File: src/rtl/fp_operand_loader.sv
`default_nettype none
// +--------------------------------------------------------------------------+
// | Module   : fp_operand_loader                                             |
// | Purpose  : Push-button/slide-switch operand entry for the FPALU demo.    |
// |            Keys and switches pass through a 2-FF synchronizer. Presses   |
// |            on key 0/1 write a 10-bit chunk into the A/B staging word.    |
// |            The fourth chunk commits the whole word atomically.           |
// |            Key 2 cancels entry. Key 3 clears the operands.               |
// | Config   : define OPLOAD_DEBOUNCE_EN to enable the key debouncer. When   |
// |            it is undefined, a synchronized 1->0 edge is a press.         |
// | Revision : 1.0 - initial release                                         |
// +--------------------------------------------------------------------------+
module fp_operand_loader #(
  parameter int DEBOUNCE_CYCLES = 500000
) (
  input  logic        iclock,
  input  logic        ireset_n,
  input  logic [3:0]  ikey,
  input  logic [9:0]  isw,
  output logic [31:0] odataa,
  output logic [31:0] odatab,
  output logic [1:0]  ochunk_a,
  output logic [1:0]  ochunk_b,
  output logic        oload_a,
  output logic        oload_b
);

  localparam logic [3:0] c_keys_released = 4'hF;

  logic [3:0]  r_key_s1;
  logic [3:0]  r_key_s2;
  logic [9:0]  r_sw_s1;
  logic [9:0]  r_sw_s2;
  logic [3:0]  r_key_db;   // debounced key level, 1 = released
  logic [3:0]  r_press;    // one-cycle press events, one bit per key

  logic [31:0] r_stage_a;
  logic [31:0] r_stage_b;
  logic [31:0] w_stage_a_next;
  logic [31:0] w_stage_b_next;

  // Places one switch chunk into a staging word; chunk 3 holds only the two LSBs.
  function automatic logic [31:0] f_insert(input logic [31:0] word,
                                           input logic [1:0]  idx,
                                           input logic [9:0]  sw);
    logic [31:0] res;
    case (idx)
      2'd0:    res = {sw, word[21:0]};
      2'd1:    res = {word[31:22], sw, word[11:0]};
      2'd2:    res = {word[31:12], sw, word[1:0]};
      default: res = {word[31:2], sw[1:0]};
    endcase
    return res;
  endfunction

  // Two-flop synchronizer for the asynchronous keys and switches.
  always_ff @(posedge iclock) begin
    if (!ireset_n) begin
      r_key_s1 <= c_keys_released;
      r_key_s2 <= c_keys_released;
      r_sw_s1  <= '0;
      r_sw_s2  <= '0;
    end else begin
      r_key_s1 <= ikey;
      r_key_s2 <= r_key_s1;
      r_sw_s1  <= isw;
      r_sw_s2  <= r_sw_s1;
    end
  end

`ifdef OPLOAD_DEBOUNCE_EN
  localparam logic [19:0] c_cnt_last = 20'(DEBOUNCE_CYCLES - 1);

  logic [19:0] r_cnt [4];

  // Per-key debouncer: a level must differ from the debounced state for
  // DEBOUNCE_CYCLES consecutive samples before it is accepted; only the
  // released->pressed flip raises a press event.
  always_ff @(posedge iclock) begin
    if (!ireset_n) begin
      for (int k = 0; k < 4; k++) begin
        r_cnt[k] <= '0;
      end
      r_key_db <= c_keys_released;
      r_press  <= '0;
    end else begin
      for (int k = 0; k < 4; k++) begin
        r_press[k] <= 1'b0;
        if (r_key_s2[k] == r_key_db[k]) begin
          r_cnt[k] <= '0;
        end else if (r_cnt[k] == c_cnt_last) begin
          r_cnt[k]    <= '0;
          r_key_db[k] <= r_key_s2[k];
          r_press[k]  <= r_key_db[k];
        end else begin
          r_cnt[k] <= r_cnt[k] + 20'd1;
        end
      end
    end
  end
`else
  logic w_unused_cfg;
  assign w_unused_cfg = |DEBOUNCE_CYCLES;

  // No filtering: any synchronized released->pressed edge is a press event.
  always_ff @(posedge iclock) begin
    if (!ireset_n) begin
      r_key_db <= c_keys_released;
      r_press  <= '0;
    end else begin
      r_key_db <= r_key_s2;
      r_press  <= r_key_db & ~r_key_s2;
    end
  end
`endif

  // Staging words as they would look after writing the current chunk.
  always_comb begin
    w_stage_a_next = f_insert(r_stage_a, ochunk_a, r_sw_s2);
    w_stage_b_next = f_insert(r_stage_b, ochunk_b, r_sw_s2);
  end

  // Operand assembly; clear beats cancel, and both beat chunk entry.
  always_ff @(posedge iclock) begin
    if (!ireset_n) begin
      r_stage_a <= '0;
      r_stage_b <= '0;
      odataa    <= '0;
      odatab    <= '0;
      ochunk_a  <= '0;
      ochunk_b  <= '0;
      oload_a   <= 1'b0;
      oload_b   <= 1'b0;
    end else begin
      oload_a <= 1'b0;
      oload_b <= 1'b0;
      if (r_press[3]) begin
        r_stage_a <= '0;
        r_stage_b <= '0;
        odataa    <= '0;
        odatab    <= '0;
        ochunk_a  <= '0;
        ochunk_b  <= '0;
      end else if (r_press[2]) begin
        r_stage_a <= '0;
        r_stage_b <= '0;
        ochunk_a  <= '0;
        ochunk_b  <= '0;
      end else begin
        if (r_press[0]) begin
          r_stage_a <= w_stage_a_next;
          ochunk_a  <= ochunk_a + 2'd1;
          if (ochunk_a == 2'd3) begin
            odataa  <= w_stage_a_next;
            oload_a <= 1'b1;
          end
        end
        if (r_press[1]) begin
          r_stage_b <= w_stage_b_next;
          ochunk_b  <= ochunk_b + 2'd1;
          if (ochunk_b == 2'd3) begin
            odatab  <= w_stage_b_next;
            oload_b <= 1'b1;
          end
        end
      end
    end
  end

endmodule
`default_nettype wire

File: config.mk
export PLATFORM = sky130hd
export DESIGN_NAME = fp_operand_loader
export DESIGN_NICKNAME = d
export VERILOG_FILES = /design/src/rtl/fp_operand_loader.sv
export SDC_FILE = /design/constraint.sdc
export NUM_CORES = 1
export LEC_CHECK = 0
export CELL_PAD_IN_SITES_DETAIL_PLACEMENT = 1
export CELL_PAD_IN_SITES_GLOBAL_PLACEMENT = 2
export CORE_MARGIN = 2
export CORE_UTILIZATION = 33
export DETAILED_ROUTE_END_ITERATION = 16
export HOLD_SLACK_MARGIN = 0.1
export PLACE_DENSITY_LB_ADDON = 0.1
export SYNTH_ARGS = -nofsm -noshare
export SYNTH_HDL_FRONTEND = slang
export SYNTH_SLANG_ARGS = --single-unit
File: constraint.sdc
create_clock -name iclock -period 2.2 [get_ports iclock]
set_input_delay 0.22 -clock iclock [delete_from_list [all_inputs] [get_ports iclock]]
set_output_delay 0.22 -clock iclock [all_outputs]
set_load 0.05 [all_outputs]
==> results of run 1 <==
[cells by family after synthesis]
| family | count (synthesis) | synth area share |
|---|---|---|
| adder cells (fa/ha/maj) | 8 | 0.0183 |
| XOR/XNOR | 2 | 0.00321 |
| AO/OA/AOI/OAI | 129 | 0.162 |
| multiplexers | 2 | 0.00367 |
| flip-flops | 166 | 0.609 |
| buffers and inverters | 48 | 0.0392 |
| AND/OR/NAND/NOR | 201 | 0.165 |
[routing by layer]
metal / global-route usage / vias to the layer above / wire [microns]
met3: 0.0326 / 14 / 414
met1: 0.204 / 1957 / 6320
met5: 0 / - / 0
met2: 0.267 / 64 / 6560
met4: 0.0603 / 0 / 201
li1: - / 2006 / -
[report_power, final]
part	internal [W]	leakage [nW]	switching, W
sequential	0.00304	1.34	0.0000362
clock	0.00183	0.295	0.00117
combinational	0.0000633	0.950	0.0000904
total	0.00493	2.59	0.00129
[per-stage QoR]
stage / power [W] / setup slack (ps) / hold slack [ps]
4_1_cts: 0.00630 / 226 / 342
2_1_floorplan: 0.00322 / 206 / 321
5_1_grt: 0.00645 / 146 / 365
3_5_place_dp: 0.00330 / 102 / 398
6_report: 0.00622 / 254 / 359
3_3_place_gp: 0.00329 / 192 / 398
[registers in the layout, indices dropped and copies added, names as in the netlist]
signal / cells
r_stage_a: 30
odatab: 32
ochunk_b: 2
r_press: 4
oload_a: 1
r_key_s1: 4
ochunk_a: 2
r_sw_s2: 10
r_key_s2: 4
r_stage_b: 30
oload_b: 1
odataa: 32
r_sw_s1: 10
r_key_db: 4
[cell usage after synthesis, drive strengths merged]
master	number
and3b	3
nand3b	2
buf	17
or3b	1
and2	20
nor2b	2
or4b	1
ha	8
clkbuf	23
nor2	23
dfxtp	166
and3	7
a22oi	10
nor3b	1
nand2	128
a21oi	69
nand2b	10
or2b	3
xnor2	2
a22o	50
mux2i	2
inv	8
[worst paths after layout]
check	from	endpoint	slack, ps
worst max-delay path	ochunk_b[1]$_SDFFE_PP0P_	ochunk_b[1]	250
worst min register to register	r_key_s1[0]$_SDFF_PN1_	r_key_s2[0]$_SDFF_PN1_	410
worst max register to register	ochunk_b[1]$_SDFFE_PP0P_	r_stage_b[27]$_SDFFE_PP0P_	340
worst min-delay path	ikey[1]	r_key_s1[1]$_SDFF_PN1_	360
[layout make-up]
cell class | count | area share
clock buffers | 22 | 0.0697
flip-flops and latches | 166 | 0.469
multi-input cells | 342 | 0.271
inverters | 8 | 0.00423
well taps | 220 | 0.0388
repair buffers | 95 | 0.131
clock inverters | 10 | 0.0168
==> impl_metrics.env, run 1 <==
export IMPL_status="completed"
export IMPL_ir_drop_uv=527
export IMPL_netlist_area_sq_um=5460
export IMPL_worstPathRequired_ps=1980
export IMPL_synth_warnings=0
export IMPL_n_fill_cell=1864
export IMPL_cts_root_buf="clkbuf_16"
export IMPL_cts_made_buffers=17
export IMPL_hold_path_class="in2reg"
export IMPL_drv_cap=0
export IMPL_ys_ff_latch=166
export IMPL_synthCells=556
export IMPL_cts_resized=0
export IMPL_synth_area_leaders="dfxtp_1, nand2_1, a22o_1"
export IMPL_grt_use_total=0.160
export IMPL_die_h_microns=133
export IMPL_maxSlewViolCount=0
export IMPL_grt_pass1_vias=4154
export IMPL_cts_sinks=166
export IMPL_rr_worst_depth=5
export IMPL_grt_overflow=0
export IMPL_critPathBufInv=1
export IMPL_crit_chain="clkdlybuf4s50_1"
export IMPL_initial_utilization=0.334
export IMPL_drt_total_wl_microns=13500
export IMPL_vias=4041
export IMPL_fin_cells=863
export IMPL_place_area_sq_um=6480
export IMPL_tns_ps=0
export IMPL_period_needed_ps=1950
export IMPL_drt_pre_antenna_iters=4
export IMPL_relSlewSlack=0.615
export IMPL_drc_errors=0
export IMPL_start_kind="register"
export IMPL_grt_max_degree=34
export IMPL_hold_viol_final=0
export IMPL_path_class="reg2out"
export IMPL_antenna_found_initial=0
export IMPL_utilization=0.434
export IMPL_fin_crit_sh=0.884
export IMPL_power_density_nw_per_um2=877
export IMPL_row_count=47
export IMPL_place_detailed_hpwl_microns=9200
export IMPL_multi_input_area_sq_um=1920
export IMPL_antenna_cells=0
export IMPL_rsz0062_at_grt="no"
export IMPL_syn_area_per_cell_sq_um=9.82
export IMPL_crit_slowest_cell="clkdlybuf4s50_1"
export IMPL_fmax_mhz=514
export IMPL_insertion_delay_ps=420
export IMPL_drive_gt1_frac=0.0747
export IMPL_cts_setup_buffers=0
export IMPL_synth_top_cell_area_share=0.609
export IMPL_via_per_inst=4.68
export IMPL_drt_initial_drc_count=160
export IMPL_layout_nets=654
export IMPL_yosys_area_top_type="dfxtp_1"
export IMPL_whs_path_depth=2
export IMPL_core_area_sq_um=16300
export IMPL_max_slew_worst_pin_slew_ps=576
export IMPL_cts_hold_buf=0
export IMPL_cp_data_arrival_time_ps=1730
export IMPL_cp_end_kind="primary output"
export IMPL_clk_pin_slew_worst_paths_ps=60
export IMPL_clockBufferDepth=2
export IMPL_fin_area_sq_um=7090
export IMPL_place_gp_congestion=0.715
export IMPL_grt_pass1_wl_microns=22000
export IMPL_htreeDepth=4
export IMPL_seq_area_sq_um=3320
export IMPL_layout_common_cells="dfxtp_1, nand2_1, clkdlybuf4s50_1"
export IMPL_dieArea_sq_um=17600
export IMPL_routedWlPerCell_microns=15.6
export IMPL_p_leak_nw=2.59
export IMPL_synth_nets=580
export IMPL_area_growth_pct=29.9
export IMPL_cp_max_fo=5
export IMPL_tritoncts="yes"
export IMPL_die_w_microns=133
export IMPL_ys_seq_area_frac=0.609
export IMPL_ant_nets=0
export IMPL_critPathMaxStageDelay_ps=890
export IMPL_final_common_cell="dfxtp_1"
export IMPL_ios=86
export IMPL_portBuffers=85
export IMPL_critPathTopFamily="buffers and inverters"
export IMPL_dp_cells=831
export IMPL_synth_distinct_cells=27
export IMPL_finClkSkew_ps=6.73
export IMPL_cp_depth=1
export IMPL_setup_viol_count_final=0
Note: power is estimated with default switching activity, not from simulation.
==> run 2: changes to the inputs <==
ABC_AREA = 1   (was unset)
CORE_MARGIN = 3   (was 2)
CORE_UTILIZATION = 31   (was 33)
==> impl_metrics.env, run 2 <==
export IMPL_die_w_microns=155
export IMPL_synthCells=957
export IMPL_synth_area_leaders="dfxtp_1, nand2_1, nand3_1"
export IMPL_pwr_share_comb=0.045
export IMPL_relSlewSlack=0.452
export IMPL_synth_top_cell_area_share=0.485
export IMPL_tns_ps=0
export IMPL_synth_flop_cell="dfxtp_1"
export IMPL_layout_common_cells="dfxtp_1, nand2_1, inv_1"
export IMPL_whs_path_depth=3
export IMPL_path_class="reg2out"
export IMPL_crit_slowest_cell="clkdlybuf4s50_1"
export IMPL_hold_viol_final=0
export IMPL_synth_edff_count=0
export IMPL_ios=86
export IMPL_antenna_cells=0
export IMPL_finClkSkew_ps=8.60
export IMPL_ant_nets=0
export IMPL_grt_overflow=0
export IMPL_fin_ws_ps=254
export IMPL_drt_pre_antenna_iters=4
export IMPL_crit_chain="clkdlybuf4s50_1"
export IMPL_synth_nets=981
export IMPL_drt_total_wl_microns=19500
export IMPL_vias=6044
export IMPL_worstPathRequired_ps=1980
export IMPL_insertion_delay_ps=420
export IMPL_fmax_mhz=514
export IMPL_sequentialPowerShare=0.491
export IMPL_cts_sinks=166
export IMPL_dieArea_sq_um=23900
export IMPL_row_count=53
export IMPL_synth_warnings=0
export IMPL_power_switching_w=0.00158
export IMPL_fin_crit_sh=0.885
export IMPL_cp_depth=1
export IMPL_grt_pass1_vias=6030
export IMPL_clk_pin_slew_worst_paths_ps=70
export IMPL_synth_distinct_cells=19
export IMPL_hold_path_class="in2reg"
export IMPL_seq_area_sq_um=3320
export IMPL_layout_nets=1041
export IMPL_netlist_area_sq_um=6850
export IMPL_core_area_sq_um=21400
export IMPL_ir_drop_uv=463
export IMPL_power_density_nw_per_um2=754
export IMPL_drv_cap=0
export IMPL_synth_commonest_cells="dfxtp_1, nand2_1, inv_1, nor2_1, nand3_1"
export IMPL_initial_utilization=0.321
export IMPL_cp_max_fo=5
export IMPL_yosys_area_top_type="dfxtp_1"
export IMPL_synthArstFlopShare=0
export IMPL_drt_initial_drc_count=329
export IMPL_final_common_cell="dfxtp_1"
export IMPL_place_detailed_hpwl_microns=12300
export IMPL_n_fill_cell=2622
export IMPL_area_growth_pct=23.5
export IMPL_antenna_found_initial=0
export IMPL_via_per_inst=4.63
export IMPL_start_kind="register"
export IMPL_drive_gt1_frac=0.0709
export IMPL_critPathMaxStageDelay_ps=870
export IMPL_die_h_microns=155
export IMPL_grt_pass1_wl_microns=32200
export IMPL_cts_root_buf="clkbuf_16"
export IMPL_swShare=0.248
export IMPL_tritoncts="yes"
export IMPL_cts_setup_buffers=0
export IMPL_setup_viol_count_final=0
export IMPL_routedWlPerCell_microns=15.0
export IMPL_critPathBufInv=1
export IMPL_cts_hold_buf=0
export IMPL_rsz0062_at_grt="no"
export IMPL_syn_area_per_cell_sq_um=7.16
export IMPL_multi_input_area_sq_um=2690
export IMPL_place_ws_ps=352
export IMPL_cp_data_arrival_time_ps=1730
export IMPL_clockBufferDepth=2
export IMPL_portBuffers=85
export IMPL_place_gp_congestion=0.700
export IMPL_power_frac_clock=0.465
export IMPL_status="completed"
export IMPL_p_leak_nw=3.60
export IMPL_grt_max_degree=66
export IMPL_reg_top3="odataa (32), odatab (32)"
export IMPL_critPathTopFamily="buffers and inverters"
export IMPL_rr_worst_depth=8
export IMPL_grt_use_total=0.169
export IMPL_drc_errors=0
export IMPL_max_slew_worst_pin_slew_ps=820
export IMPL_cts_resized=0
export IMPL_htreeDepth=4
export IMPL_period_needed_ps=1950
export IMPL_maxSlewViolCount=0
export IMPL_cp_end_kind="primary output"
export IMPL_yosysMostFrequentCell="dfxtp_1"
export IMPL_ys_seq_area_frac=0.485
export IMPL_ys_ff_latch=166
export IMPL_p_int_w=0.00480
export IMPL_cts_made_buffers=17
[run 2: changes by cell type in the layout (fill, tap and decap cells not counted), moves of 33 or more]
cell / change
inv_1: +129
nor2_1: +90
nand3_1: +111
nor3_1: +66
a22o_1: -50
o21ai_0: +55
nand2_1: +33
[run 2: path summary, 6_finish.rpt]
kind	from	to	slack, ps
max	ochunk_a[0]$_SDFFE_PP0P_	ochunk_a[0]	250
min	isw[5]	r_sw_s1[5]$_SDFF_PN0_	320
max reg2reg	ochunk_a[1]$_SDFFE_PP0P_	r_stage_a[27]$_SDFFE_PP0P_	410
min reg2reg	r_key_db[1]$_SDFF_PN1_	r_press[1]$_SDFF_PN0_	410
[run 2: cell type report]
cell class                      count  area share
Inverter                          140      0.0621
Tap cell                          275      0.0407
Clock buffer                       19      0.0523
Timing Repair Buffer              105       0.118
Clock inverter                     13      0.0166
Multi-Input combinational cell    587       0.317
Sequential cell                   166       0.393
[run 2: stage by stage]
step,cells,hold slack [ps],utilization,total power [W],cell area [sq um]
finish,1305,317,0.396,0.00638,8460
global route,1305,314,0.396,0.00668,8460
CTS,1305,297,0.396,0.00650,8460
detailed placement,1273,398,0.369,0.00349,7880
global placement,1273,392,0.369,0.00349,7880
floorplan,957,318,-,0.00338,6850
[run 2: power by group through the flow]
| stage | registers, W | clock network, W | logic, W |
|---|---|---|---|
| detailed placement | 0.00320 | 0 | 0.000291 |
| global placement | 0.00320 | 0 | 0.000287 |
| finish | 0.00313 | 0.00297 | 0.000286 |
| CTS | 0.00313 | 0.00307 | 0.000293 |
| global route | 0.00314 | 0.00321 | 0.000328 |
| floorplan | 0.00317 | 0 | 0.000208 |
[run 2: cells by family (layout without fill, tap and decap cells)]
family,count (synthesis),after routing,share of synthesized area
adder cells (fa/ha/maj),8,8,0.0146
AO/OA/AOI/OAI,108,108,0.0789
flip-flops,166,166,0.485
AND/OR/NAND/NOR,471,471,0.297
buffers and inverters,204,277,0.124
[run 2: worst min-delay path, delay by kind of cell]
family | cells | cell delay, ps
buffers and inverters | 2 | 420
and+or+nand+nor | 1 | 60
[run 2: routing by layer]
metal | GRT usage | vias to the layer above | part of all wire
met2 | 0.280 | 77 | 0.47
met3 | 0.0322 | 16 | 0.029
met5 | 0 | - | 0
met4 | 0.0479 | 0 | 0.011
li1 | - | 3105 | -
met1 | 0.224 | 2846 | 0.49
==> run 3: changes to the inputs <==
CTS_CLUSTER_SIZE = 24   (was unset)
REMOVE_ABC_BUFFERS = 1   (was unset)
==> impl_metrics.env, run 3 (same netlist as run 2, synthesis figures left out) <==
export IMPL_status="completed"
export IMPL_grt_use_met3=0.0333
export IMPL_critPathMaxStageDelay_ps=890
export IMPL_insertion_delay_ps=430
export IMPL_portBuffers=85
export IMPL_area_growth_pct=23.1
export IMPL_grt_use_total=0.170
export IMPL_core_area_sq_um=21400
export IMPL_fmax_mhz=513
export IMPL_antenna_cells=0
export IMPL_max_slew_worst_pin_slew_ps=823
export IMPL_use_met1=0.241
export IMPL_dieArea_sq_um=23900
export IMPL_cts_root_buf="clkbuf_16"
export IMPL_cts_sinks=166
export IMPL_maxSlewViolCount=0
export IMPL_grt_overflow=0
export IMPL_antenna_found_initial=0
export IMPL_path_class="reg2out"
export IMPL_hold_path_class="in2reg"
export IMPL_drt_initial_drc_count=309
export IMPL_rsz0062_at_grt="no"
export IMPL_relSlewSlack=0.451
export IMPL_finClkSkew_ps=11.3
export IMPL_initial_utilization=0.321
export IMPL_ant_nets=0
export IMPL_critPathBufInv=1
export IMPL_crit_slowest_cell="clkdlybuf4s50_1"
export IMPL_die_w_microns=155
export IMPL_crit_chain="clkdlybuf4s50_1"
export IMPL_seq_area_sq_um=3320
export IMPL_grt_pass1_vias=6160
export IMPL_clk_pin_slew_worst_paths_ps=70
export IMPL_period_needed_ps=1950
export IMPL_fin_crit_sh=0.887
export IMPL_layout_nets=1039
export IMPL_grt_pass1_wl_microns=32800
export IMPL_reg_top3="odataa (32), odatab (32)"
export IMPL_cts_resized=0
export IMPL_p_leak_nw=3.57
export IMPL_tritoncts="yes"
export IMPL_drive_gt1_frac=0.0691
export IMPL_fin_area_sq_um=8440
export IMPL_power_density_nw_per_um2=739
export IMPL_layout_common_cells="dfxtp_1, nand2_1, inv_1"
export IMPL_n_fill_cell=2643
export IMPL_drv_cap=0
export IMPL_final_common_cell="dfxtp_1"
export IMPL_cp_data_arrival_time_ps=1730
export IMPL_start_kind="register"
export IMPL_place_gp_congestion=0.731
export IMPL_grt_max_degree=62
export IMPL_cts_hold_buf=0
export IMPL_cts_setup_buffers=0
export IMPL_row_count=53
export IMPL_place_area_sq_um=7890
export IMPL_drc_errors=0
export IMPL_cp_end_kind="primary output"
export IMPL_busiest_layer="met2"
export IMPL_cp_max_fo=5
export IMPL_place_detailed_hpwl_microns=12400
export IMPL_ios=86
export IMPL_ir_drop_uv=491
export IMPL_hold_viol_final=0
export IMPL_critPathTopFamily="buffers and inverters"
export IMPL_htreeDepth=4
export IMPL_vias=6003
export IMPL_cts_made_buffers=17
export IMPL_use_met2=0.271
export IMPL_setup_viol_count_final=0
export IMPL_via_per_inst=4.61
export IMPL_holdWs_ps=307
export IMPL_drt_pre_antenna_iters=4
export IMPL_routedWlPerCell_microns=15.1
export IMPL_worstPathRequired_ps=1980
export IMPL_drt_total_wl_microns=19700
export IMPL_multi_input_area_sq_um=2690
export IMPL_clockBufferDepth=2
export IMPL_die_h_microns=155
-- run 3: cell type report --
| cell class | instances | share of cell area |
|---|---|---|
| sequential | 166 | 0.394 |
| multi-input combinational | 587 | 0.318 |
| timing repair buffer | 103 | 0.120 |
| inverter | 140 | 0.0623 |
| clock buffer | 18 | 0.0509 |
| tap | 275 | 0.0408 |
| clock inverter | 14 | 0.0139 |
-- run 3: path summary, 6_finish.rpt --
check,cells after the start,to,slack (ps),from
max reg2reg,8,r_stage_a[28]$_SDFFE_PP0P_,430,ochunk_a[1]$_SDFFE_PP0P_
min,3,r_sw_s1[2]$_SDFF_PN0_,310,isw[2]
max,1,ochunk_a[0],250,ochunk_a[0]$_SDFFE_PP0P_
min reg2reg,2,r_press[1]$_SDFF_PN0_,400,r_key_db[1]$_SDFF_PN1_
-- run 3: report_power, final --
part | internal (W) | switching, W
registers | 0.00307 | 0.0000659
clock network | 0.00147 | 0.00133
logic | 0.000105 | 0.000185
total | 0.00465 | 0.00158
-- run 3: routing by layer --
layer	vias up	wire length, microns
li1	3110	-
met1	2796	10300
met2	86	8560
met3	11	649
met4	0	172
met5	-	0
-- run 3: per-stage QoR --
stage | std cells | total power, W | worst slack, ps | util | setup TNS [ps]
3_5_place_dp | 1271 | 0.00350 | 428 | 0.369 | 0
2_1_floorplan | 893 | 0.00335 | -689 | - | -61980
3_3_place_gp | 1271 | 0.00349 | 442 | 0.369 | 0
6_report | 1303 | 0.00623 | 249 | 0.395 | 0
5_1_grt | 1303 | 0.00650 | 183 | 0.395 | 0
4_1_cts | 1303 | 0.00634 | 231 | 0.395 | 0
